--- src/rtl/hms_pkg.sv ---
// Shared types, limits and seven-segment digit constants for the hours/minutes/seconds timekeeper.
package hms_pkg;

    typedef logic [6:0]  seg7_t;
    typedef logic [13:0] field_code_t;

    localparam int HRS_MAX = 23;
    localparam int MS_MAX  = 59;

    // Active-high segments, bit6..0 = g,f,e,d,c,b,a
    localparam seg7_t SEG_0 = 7'h3F;
    localparam seg7_t SEG_1 = 7'h06;
    localparam seg7_t SEG_2 = 7'h5B;
    localparam seg7_t SEG_3 = 7'h4F;
    localparam seg7_t SEG_4 = 7'h66;
    localparam seg7_t SEG_5 = 7'h6D;
    localparam seg7_t SEG_6 = 7'h7D;
    localparam seg7_t SEG_7 = 7'h07;
    localparam seg7_t SEG_8 = 7'h7F;
    localparam seg7_t SEG_9 = 7'h6F;

    function automatic seg7_t digit_to_seg(input logic [3:0] digit);
        case (digit)
            4'd0:    return SEG_0;
            4'd1:    return SEG_1;
            4'd2:    return SEG_2;
            4'd3:    return SEG_3;
            4'd4:    return SEG_4;
            4'd5:    return SEG_5;
            4'd6:    return SEG_6;
            4'd7:    return SEG_7;
            4'd8:    return SEG_8;
            4'd9:    return SEG_9;
            default: return 7'h00;
        endcase
    endfunction

endpackage

--- src/rtl/hms_bin2seg.sv ---
// Converts a 0..59 binary field into a two-digit seven-segment code, tens in [13:7], units in [6:0].
module hms_bin2seg
    import hms_pkg::*;
(
    input  logic [5:0]  bin_i,
    output field_code_t code_o
);

    logic [3:0] tens;
    logic [3:0] units;

    always_comb begin
        tens  = 4'(bin_i / 6'd10);
        units = 4'(bin_i % 6'd10);
    end

    assign code_o = {digit_to_seg(tens), digit_to_seg(units)};

endmodule

--- src/rtl/hms_clock_display.sv ---
// 24-hour timekeeper with prescaler, run/hold, validated load and 12/24-hour seven-segment display.
// Optional alarm compiled in with HMS_ALARM_EN.
module hms_clock_display
    import hms_pkg::*;
#(
    parameter int unsigned CLK_DIV = 1
) (
    input  logic        clk,
    input  logic        reset,
    input  logic        run,
    input  logic        mode12,
    input  logic        set_valid,
    input  logic [4:0]  set_hrs,
    input  logic [5:0]  set_min,
    input  logic [5:0]  set_sec,
`ifdef HMS_ALARM_EN
    input  logic [4:0]  alarm_hrs,
    input  logic [5:0]  alarm_min,
    output logic        alarm_hit,
`endif
    output logic        set_ready,
    output logic        set_err,
    output logic        sec_tick,
    output logic        pm,
    output logic [13:0] secCode,
    output logic [13:0] minCode,
    output logic [13:0] hrsCode
);

    localparam int unsigned DIV_W = (CLK_DIV > 1) ? $clog2(CLK_DIV) : 1;
    localparam logic [DIV_W-1:0] DIV_LAST = DIV_W'(CLK_DIV - 1);

    logic [4:0]       hrs_q, hrs_d;
    logic [5:0]       min_q, min_d;
    logic [5:0]       sec_q, sec_d;
    logic [DIV_W-1:0] div_q, div_d;
    logic             ready_q;
    logic             tick_q, tick_d;
    logic             err_q, err_d;
    logic             xfer, load_ok, tick;
    logic [4:0]       hrs_disp;

    assign xfer    = set_valid & ready_q;
    assign load_ok = xfer && (set_hrs <= 5'(HRS_MAX)) && (set_min <= 6'(MS_MAX))
                          && (set_sec <= 6'(MS_MAX));
    assign tick    = run && (div_q == DIV_LAST);

    always_comb begin
        hrs_d = hrs_q;
        min_d = min_q;
        sec_d = sec_q;
        div_d = div_q;
        if (load_ok) begin
            hrs_d = set_hrs;
            min_d = set_min;
            sec_d = set_sec;
            div_d = '0;
        end else if (run) begin
            if (tick) begin
                div_d = '0;
                if (sec_q == 6'(MS_MAX)) begin
                    sec_d = '0;
                    if (min_q == 6'(MS_MAX)) begin
                        min_d = '0;
                        hrs_d = (hrs_q == 5'(HRS_MAX)) ? 5'd0 : hrs_q + 5'd1;
                    end else begin
                        min_d = min_q + 6'd1;
                    end
                end else begin
                    sec_d = sec_q + 6'd1;
                end
            end else begin
                div_d = div_q + 1'b1;
            end
        end
        // A coincident accepted load swallows the tick; a rejected one does not.
        tick_d = tick & ~load_ok;
        err_d  = xfer & ~load_ok;
    end

    always_ff @(posedge clk or negedge reset) begin
        if (!reset) begin
            hrs_q   <= '0;
            min_q   <= '0;
            sec_q   <= '0;
            div_q   <= '0;
            ready_q <= 1'b0;
            tick_q  <= 1'b0;
            err_q   <= 1'b0;
        end else begin
            hrs_q   <= hrs_d;
            min_q   <= min_d;
            sec_q   <= sec_d;
            div_q   <= div_d;
            ready_q <= 1'b1;
            tick_q  <= tick_d;
            err_q   <= err_d;
        end
    end

`ifdef HMS_ALARM_EN
    logic alarm_q, alarm_d;

    always_comb begin
        alarm_d = alarm_q;
        if ((load_ok || tick) && hrs_d == alarm_hrs && min_d == alarm_min && sec_d == 6'd0) begin
            alarm_d = 1'b1;
        end else if (hrs_d != hrs_q || min_d != min_q) begin
            alarm_d = 1'b0;
        end
    end

    always_ff @(posedge clk or negedge reset) begin
        if (!reset) begin
            alarm_q <= 1'b0;
        end else begin
            alarm_q <= alarm_d;
        end
    end

    assign alarm_hit = alarm_q;
`endif

    always_comb begin
        hrs_disp = hrs_q;
        if (mode12) begin
            if (hrs_q == 5'd0) begin
                hrs_disp = 5'd12;
            end else if (hrs_q > 5'd12) begin
                hrs_disp = hrs_q - 5'd12;
            end
        end
    end

    assign set_ready = ready_q;
    assign set_err   = err_q;
    assign sec_tick  = tick_q;
    assign pm        = (hrs_q >= 5'd12);

    hms_bin2seg u_sec (.bin_i(sec_q),            .code_o(secCode));
    hms_bin2seg u_min (.bin_i(min_q),            .code_o(minCode));
    hms_bin2seg u_hrs (.bin_i({1'b0, hrs_disp}), .code_o(hrsCode));

endmodule
--- config.mk ---
export PLATFORM = sky130hd
export DESIGN_NAME = hms_clock_display
export DESIGN_NICKNAME = d
export VERILOG_FILES = /design/src/rtl/hms_pkg.sv /design/src/rtl/hms_bin2seg.sv /design/src/rtl/hms_clock_display.sv
export SDC_FILE = /design/constraint.sdc
export NUM_CORES = 1
export LEC_CHECK = 0
export BUFFER_PORTS_ARGS = -buffer_cell sky130_fd_sc_hd__buf_2
export CAP_MARGIN = 25
export CORE_UTILIZATION = 50
export DETAILED_ROUTE_END_ITERATION = 6
export PLACE_DENSITY = 0.73
export SYNTH_ARGS = -nofsm -noshare
export SYNTH_HDL_FRONTEND = slang
export SYNTH_HIERARCHICAL = 1
export SYNTH_SLANG_ARGS = --single-unit
--- constraint.sdc ---
create_clock -name clk -period 8.2 [get_ports clk]
set_input_delay 1.64 -clock clk [delete_from_list [all_inputs] [get_ports clk]]
set_output_delay 1.64 -clock clk [all_outputs]
set_load 0.05 [all_outputs]
==> results.md, run 1 <==
* Fraction of registers with async set or reset after synthesis at 100.0%
* # setup viols final at 0
* Filler instances at roughly 700
* Hold Path Depth at 2
* Post-DP HPWL at 6007 um
* Die Y at around 87 um
* Core Footprint at 0.006907 sq mm
* Worst-path fanout max at 15
* Post-CTS setup buffers at 0
* Most common cell after layout, fill and taps aside: buf_2
* Drt wl/cell at around 13 um
* R2r startpoint: sec_q[3]$_DFFE_PN0P_
* # Max-Cap Violations at 0
* YS warnings at 6
* Vias/cell at 5.783
* Synth unique cells at about 70
* Design area at roughly 0.0039 sq mm
* Tcrit/Tclk final at 78.95%
* Post-Synthesis Cells at 448
* Minimum clock period at between 6 and 7 ns
* Initial antenna violation count at 0
* Ant diodes at 0
* CP Launch Type: input pin
* # IOs at 68
* Slew Limit Fails at 0
* Syn Area/Cell at about 8 sq um
* Most frequent cells in the layout: buf_2 (66), ha_1 (46), nor2_1 (43)
* TritonCTS Buffers at 3
* Post-synth EDFFs at 0
* Yosys top cell area share at between 15 and 20%
* Setup WS pre-CTS at 1.731 ns
* Slew margin rel. at 49.51%
* Worst-Margin Slew at 0.7573 ns
* Port bufs at 66
* Crit path required time at 6.56 ns
* Total gr overflow at 0
* Post-synthesis sequential area ratio at 14.51%
* Die area at approximately 0.0076 sq mm
* Fmax at roughly 150 MHz
* Initial Util at 52.45%
* Status: completed
* Area contributors post-synth: ha_1 (16%), dfrtp_1 (15%), buf_6 (4.7%), nor2_1 (4.5%), a21oi_1 (4.1%)
* Routability congestion estimate from global placement at roughly 0.8
* Hold-fix buffers at CTS at 0
* CTS tree: built
* Post-route ant nets at 0
* Hold Path Class: flip-flop to flip-flop
* Number of DRC markers in iteration 0 at ~120
* Sum of negative setup slack at 0 ns
* Layout area overhead at 8.981%
* Clk_skew at a little over 0.004 ns
* Number of synthesized register bits at 21
* CP endpoint kind: output port
* Total number of vias at between 3000 and 4000
* R2R depth at 4
* Nets@finish at between 500 and 600
* Pre-antenna DRT Iters at 4
* H-Tree Level Count at 1
* Num rows at 30
* CTS sink cnt at 21
* Unrepaired setup endpoints after global routing: false
* Top_reg_cell synth: dfrtp_1
* Placed cell area at 0.003902 sq mm
* Largest net degree at the start of global routing at 26
* Share of cells above drive strength 1 at between 20% and 30%
* Min-Delay Endpoint: set_err$_DFF_PN0_
* Gr usage total at 21.29%
* Vias in the first global route at approximately 3000
* Startpoint of the worst hold path: set_ready$_DFF_PN0_
* Global-route wire length before repair at between 10000 and 15000 um
* CTS root buf: clkbuf_8
* # DRC at 0
* Drt total wl at 7878 um
* Crit path kind: input pin to output port
* Mapped cell area at 0.003622 sq mm
* Cts repair resizes at 0
* Chip Width at 87.12 um
* Worst-path clk slew at about 0.08 ns
* Final worst slack at roughly 1.7 ns
* Worst EP arrival at just under 5 ns
* Final hold vios at 0
* Clk_lat worst skew at about 0.27 ns
* Synth area leader: ha_1
* Hold slack at ~0.56 ns
* Worst reg2reg endpoint: min_q[5]$_DFFE_PN0P_
* Worst-case clock buffer depth at 2
* R2R setup slack at slightly below 6 ns
## area by class of cell
type	count	area [sq um]	share of cell area (%)
well taps	96	120.1	3.043
repair buffers	69	352.8	8.938
inverters	20	75.07	1.902
clock buffers	4	45.04	1.141
multi-input cells	388	2829	71.66
flip-flops and latches	21	525.5	13.31
## worst max path at each step
| stage | startpoint | end | slack [ns] | cells past startpoint |
|---|---|---|---|---|
| after global routing | mode12 | hrsCode[2] | 1.36 | 13 |
| after CTS | mode12 | hrsCode[2] | 1.72 | 13 |
| after global placement | mode12 | hrsCode[2] | 1.86 | 13 |
| after floorplan | mode12 | hrsCode[2] | 1.77 | 13 |
| final | mode12 | hrsCode[2] | 1.73 | 13 |
| after detailed placement | mode12 | hrsCode[2] | 1.73 | 13 |
## synth_stat cells, types with 5 or more instances
cell,count
nor3_1,13
xnor2_1,12
a31oi_1,11
o211ai_1,6
o21ai_0,23
buf_6,15
a21o_1,5
nand3_1,9
ha_1,46
nand2b_2,6
inv_1,20
o22ai_1,9
nor2_1,43
mux2i_1,11
nand2_1,25
dfrtp_1,21
and2_1,7
a21oi_1,30
o21a_1,6
nor2b_1,8
o2bb2ai_1,7
nand2b_1,5
## layer usage
| metal | wire length [um] | vias up | track usage, % |
|---|---|---|---|
| li1 | - | 1753 | - |
| met1 | 3769 | 1629 | 28.53 |
| met2 | 3839 | 71 | 38.37 |
| met3 | 232 | 5 | 1.232 |
| met4 | 36 | 0 | 3.130 |
| met5 | 0 | - | 0 |
## state kept, by name (all words and copies together) (netlist names)
name,cells
div_q,1
set_ready,1
min_q,6
sec_tick,1
sec_q,6
set_err,1
hrs_q,5
## worst max-delay path, stage by stage
cell and delay (ns):
buf_2 0.11, inv_1 0.07, or4_1 0.39, o21ai_0 0.14
and2_1 0.42, a21oi_1 0.26, xor2_1 0.20, ha_1 0.28
a22o_1 0.24, a211oi_2 0.31, or2_1 0.28, mux2i_1 0.20
buf_2 0.28
## kinds of logic after synthesis
kind of cell / Yosys count / synth area share, %
AND/OR/NAND/NOR: 169 / 27.08
AO/OA/AOI/OAI: 140 / 27.74
adder cells (fa/ha/maj): 46 / 15.89
buffers and inverters: 44 / 7.910
flip-flops: 21 / 14.51
XOR/XNOR: 15 / 3.627
multiplexers: 11 / 3.040
other: 2 / 0.2073
## through the flow
step	std cells	utilization [%]
after global routing	598	57.16
after detailed placement	594	56.50
after floorplan	453	-
after global placement	594	56.50
after CTS	598	57.16
final	598	57.16
Power of run 1 is not shown: default switching activity piles up to over one toggle a cycle in this logic, so the estimate is an artifact.
==> inputs of run 2 (changes only) <==
--- a/config.mk
+++ b/config.mk
@@ -5,11 +5,12 @@
 export SDC_FILE = /design/constraint.sdc
 export NUM_CORES = 1
 export LEC_CHECK = 0
+export ABC_AREA = 1
 export BUFFER_PORTS_ARGS = -buffer_cell sky130_fd_sc_hd__buf_2
 export CAP_MARGIN = 25
 export CORE_UTILIZATION = 50
 export DETAILED_ROUTE_END_ITERATION = 6
-export PLACE_DENSITY = 0.73
+export PLACE_DENSITY = 0.76
 export SYNTH_ARGS = -nofsm -noshare
 export SYNTH_HDL_FRONTEND = slang
 export SYNTH_HIERARCHICAL = 1
==> constraint.sdc (replaced) <==
create_clock -name clk -period 5.5 [get_ports clk]
set_input_delay 1.1 -clock clk [delete_from_list [all_inputs] [get_ports clk]]
set_output_delay 1.1 -clock clk [all_outputs]
set_load 0.05 [all_outputs]
==> run 2 against run 1 <==
Compared with the run above:
- the run now ends with DRC left
- sequential share of layout area rose by 0.13 points
- sequential cell count did not move
- setup slack got worse by 0.97 ns
- critical path depth rose by 7
- clock skew rose by 0.0041 ns
==> results.md, run 2 <==
* Post-synth EDFFs at 0
* Pre-antenna DRT Iters at 7
* # DRC at 7
* Unrepaired setup endpoints after global routing: false
* Vias/cell at about 5
* Largest net degree at the start of global routing at 22
* Fmax at about 210 MHz
* Top_reg_cell synth: dfrtp_1
* Most common cell after layout, fill and taps aside: nand2_1
* Worst-path clk slew at about 0.09 ns
* Post-CTS setup buffers at 0
* # IOs at about 70
* # Max-Cap Violations at 0
* Cts repair resizes at 0
* Drt total wl at between 7000 and 8000 um
* Crit path required time at between 4 and 5 ns
* Total number of vias at about 3300
* CP startpoint: mode12
* Sum of negative setup slack at 0 ns
* Initial Util at between 50% and 60%
* Clk_skew at between 0.008 and 0.009 ns
* CP endpoint kind: output port
* CP max-delay cell: a21oi_1
* Post-route ant nets at 0
* Vias in the first global route at between 3000 and 4000
* Syn Area/Cell at roughly 6.6 sq um
* CP Buf/Inv Count at 5
* Minimum clock period at about 4.7 ns
* Worst EP arrival at ~3.6 ns
* Yosys top cell area share at a little under a fifth
* Number of DRC markers in iteration 0 at 120
* Hold Path Class: flip-flop to flip-flop
* Post-synthesis sequential area ratio at approximately 15%
* Post-Synthesis Cells at ~520
* Mapped cell area at around 0.0034 sq mm
* Slew Limit Fails at 0
* Final core utilization at about three fifths
* Drt wl/cell at approximately 11 um
* TritonCTS Buffers at 3
* Die area at 0.007220 sq mm
* Fraction of registers with async set or reset after synthesis at 100.0%
* Tcrit/Tclk final at about 86%
* Nets@finish at about 660
* Number of synthesized register bits at 21
* Worst-path fanout max at 7
* Area contributors post-synth: nand2_1 (19%), ha_1 (17%), dfrtp_1 (15%), nand3_1 (9.6%), inv_1 (7.2%)
* Gr usage total at roughly 20%
* Biggest regs: min_q (6), sec_q (6), hrs_q (5)
* CTS root buf: clkbuf_8
* Synth unique cells at 33
* Ant diodes at 0
* Startpoint of the worst hold path: div_q$_DFFE_PN0P_
* Violated checks: DRC
* Routability congestion estimate from global placement at ~0.85
* H-Tree Level Count at 1
* Clk_lat worst skew at roughly 0.27 ns
* Most frequent cells after synthesis: nand2_1 (174), inv_1 (66), nand3_1 (66)
* Port bufs at 66
* Total gr overflow at 0
* CTS tree: built
* Count leader, synth: nand2_1
* Die Y at 84.97 um
* CP Launch Type: input pin
* Layout area overhead at 13.56%
* YS warnings at 6
* Final hold vios at 0
* Global-route wire length before repair at ~13000 um
* Post-DP HPWL at roughly 6000 um
* Worst path max stage delay at around 0.36 ns
* R2r startpoint: sec_q[0]$_DFFE_PN0P_
* Most frequent cells in the layout: nand2_1 (174), inv_1 (66), nand3_1 (66), buf_2 (66), ha_1 (46)
* Status: complete, but fails checks
* Filler instances at around 620
* Core Footprint at 0.006495 sq mm
* Worst-case clock buffer depth at 2
* Crit path kind: input pin to output port
* Chip Width at around 85 um
* Crit-path cells: buf_2 -> inv_1 -> nor2_1 -> xor2_1 -> a21oi_1 -> nand3_1 -> a21o_1 -> nand3_2 -> nand2_4 -> nand2_4 -> nand2_2 -> nand2_2 -> inv_1 -> ha_1 -> inv_1 -> nand3_1 -> nand2_1 -> nand2_1 -> nand2_1 -> buf_2
* Hold-fix buffers at CTS at 0
* CTS sink cnt at 21
* Initial antenna violation count at 0
* # setup viols final at 0
* Share of cells above drive strength 1 at a little over a quarter
* Synth area leader: nand2_1
* Num rows at 29
* Delay-heaviest family, CP: simple AND/OR/NAND/NOR gates
run 2: cell types whose count changed after synthesis, sizes merged, moves of 12 or more:
cell / delta
buf: -18
nor3: -12
a21oi: -18
nand3: +73
inv: +61
nor2: -27
nand2: +178
run 2: final timing paths:
check | depth (start not counted) | slack [ns] | to
max reg2reg | 8 | 3.76 | min_q[1]$_DFFE_PN0P_
min | 2 | 0.52 | div_q$_DFFE_PN0P_
max in group asynchronous | 1 | 4.39 | min_q[5]$_DFFE_PN0P_
min in group asynchronous | 1 | 0.78 | hrs_q[1]$_DFFE_PN0P_
max | 20 | 0.76 | hrsCode[5]
min reg2reg | 2 | 0.52 | div_q$_DFFE_PN0P_
run 2: metrics by stage:
| stage | cell area, sq um | setup WS, ns | hold slack [ns] | instances |
|---|---|---|---|---|
| global route | 3909 | 0.5380 | 0.5437 | 669 |
| CTS | 3909 | 0.7834 | 0.5182 | 669 |
| finish | 3909 | 0.7594 | 0.5155 | 669 |
| global placement | 3860 | 0.8666 | 0.4798 | 665 |
| floorplan | 3450 | 0.7093 | 0.4661 | 524 |
| detailed placement | 3860 | 0.7956 | 0.4935 | 665 |
run 2: cell type report:
class	count	area, sq um	share of cell area, %
sequential	21	525.5	13.44
multi-input combinational	419	2587	66.20
timing repair buffer	66	330.3	8.451
clock inverter	1	7.507	0.1921
inverter	82	320.3	8.195
clock buffer	3	41.29	1.056
tap	77	96.34	2.465
run 2: kinds of logic after synthesis:
kind of cell / synth area share (%)
compound gates: 9.742
flops: 15.27
simple gates: 45.47
other cells: 0.2182
buf+inv: 9.778
fa+ha+maj: 16.72
xor+xnor: 2.799
run 2: routing by layer:
layer  share of wire (%)  up-vias  global-route usage (%)
met5                   0        -                       0
met4                0.69        0                   3.236
met3                 3.7        7                   2.140
met2                  48       73                   38.20
met1                  48     1475                   25.72
li1                    -     1784                       -
run 2: tightest hold or removal path: stages, from the launching register on:
cell and delay (ns):
dfrtp_1 0.36, nand3_1 0.08, inv_1 0.05
Power of run 2 is left out for the same reason.
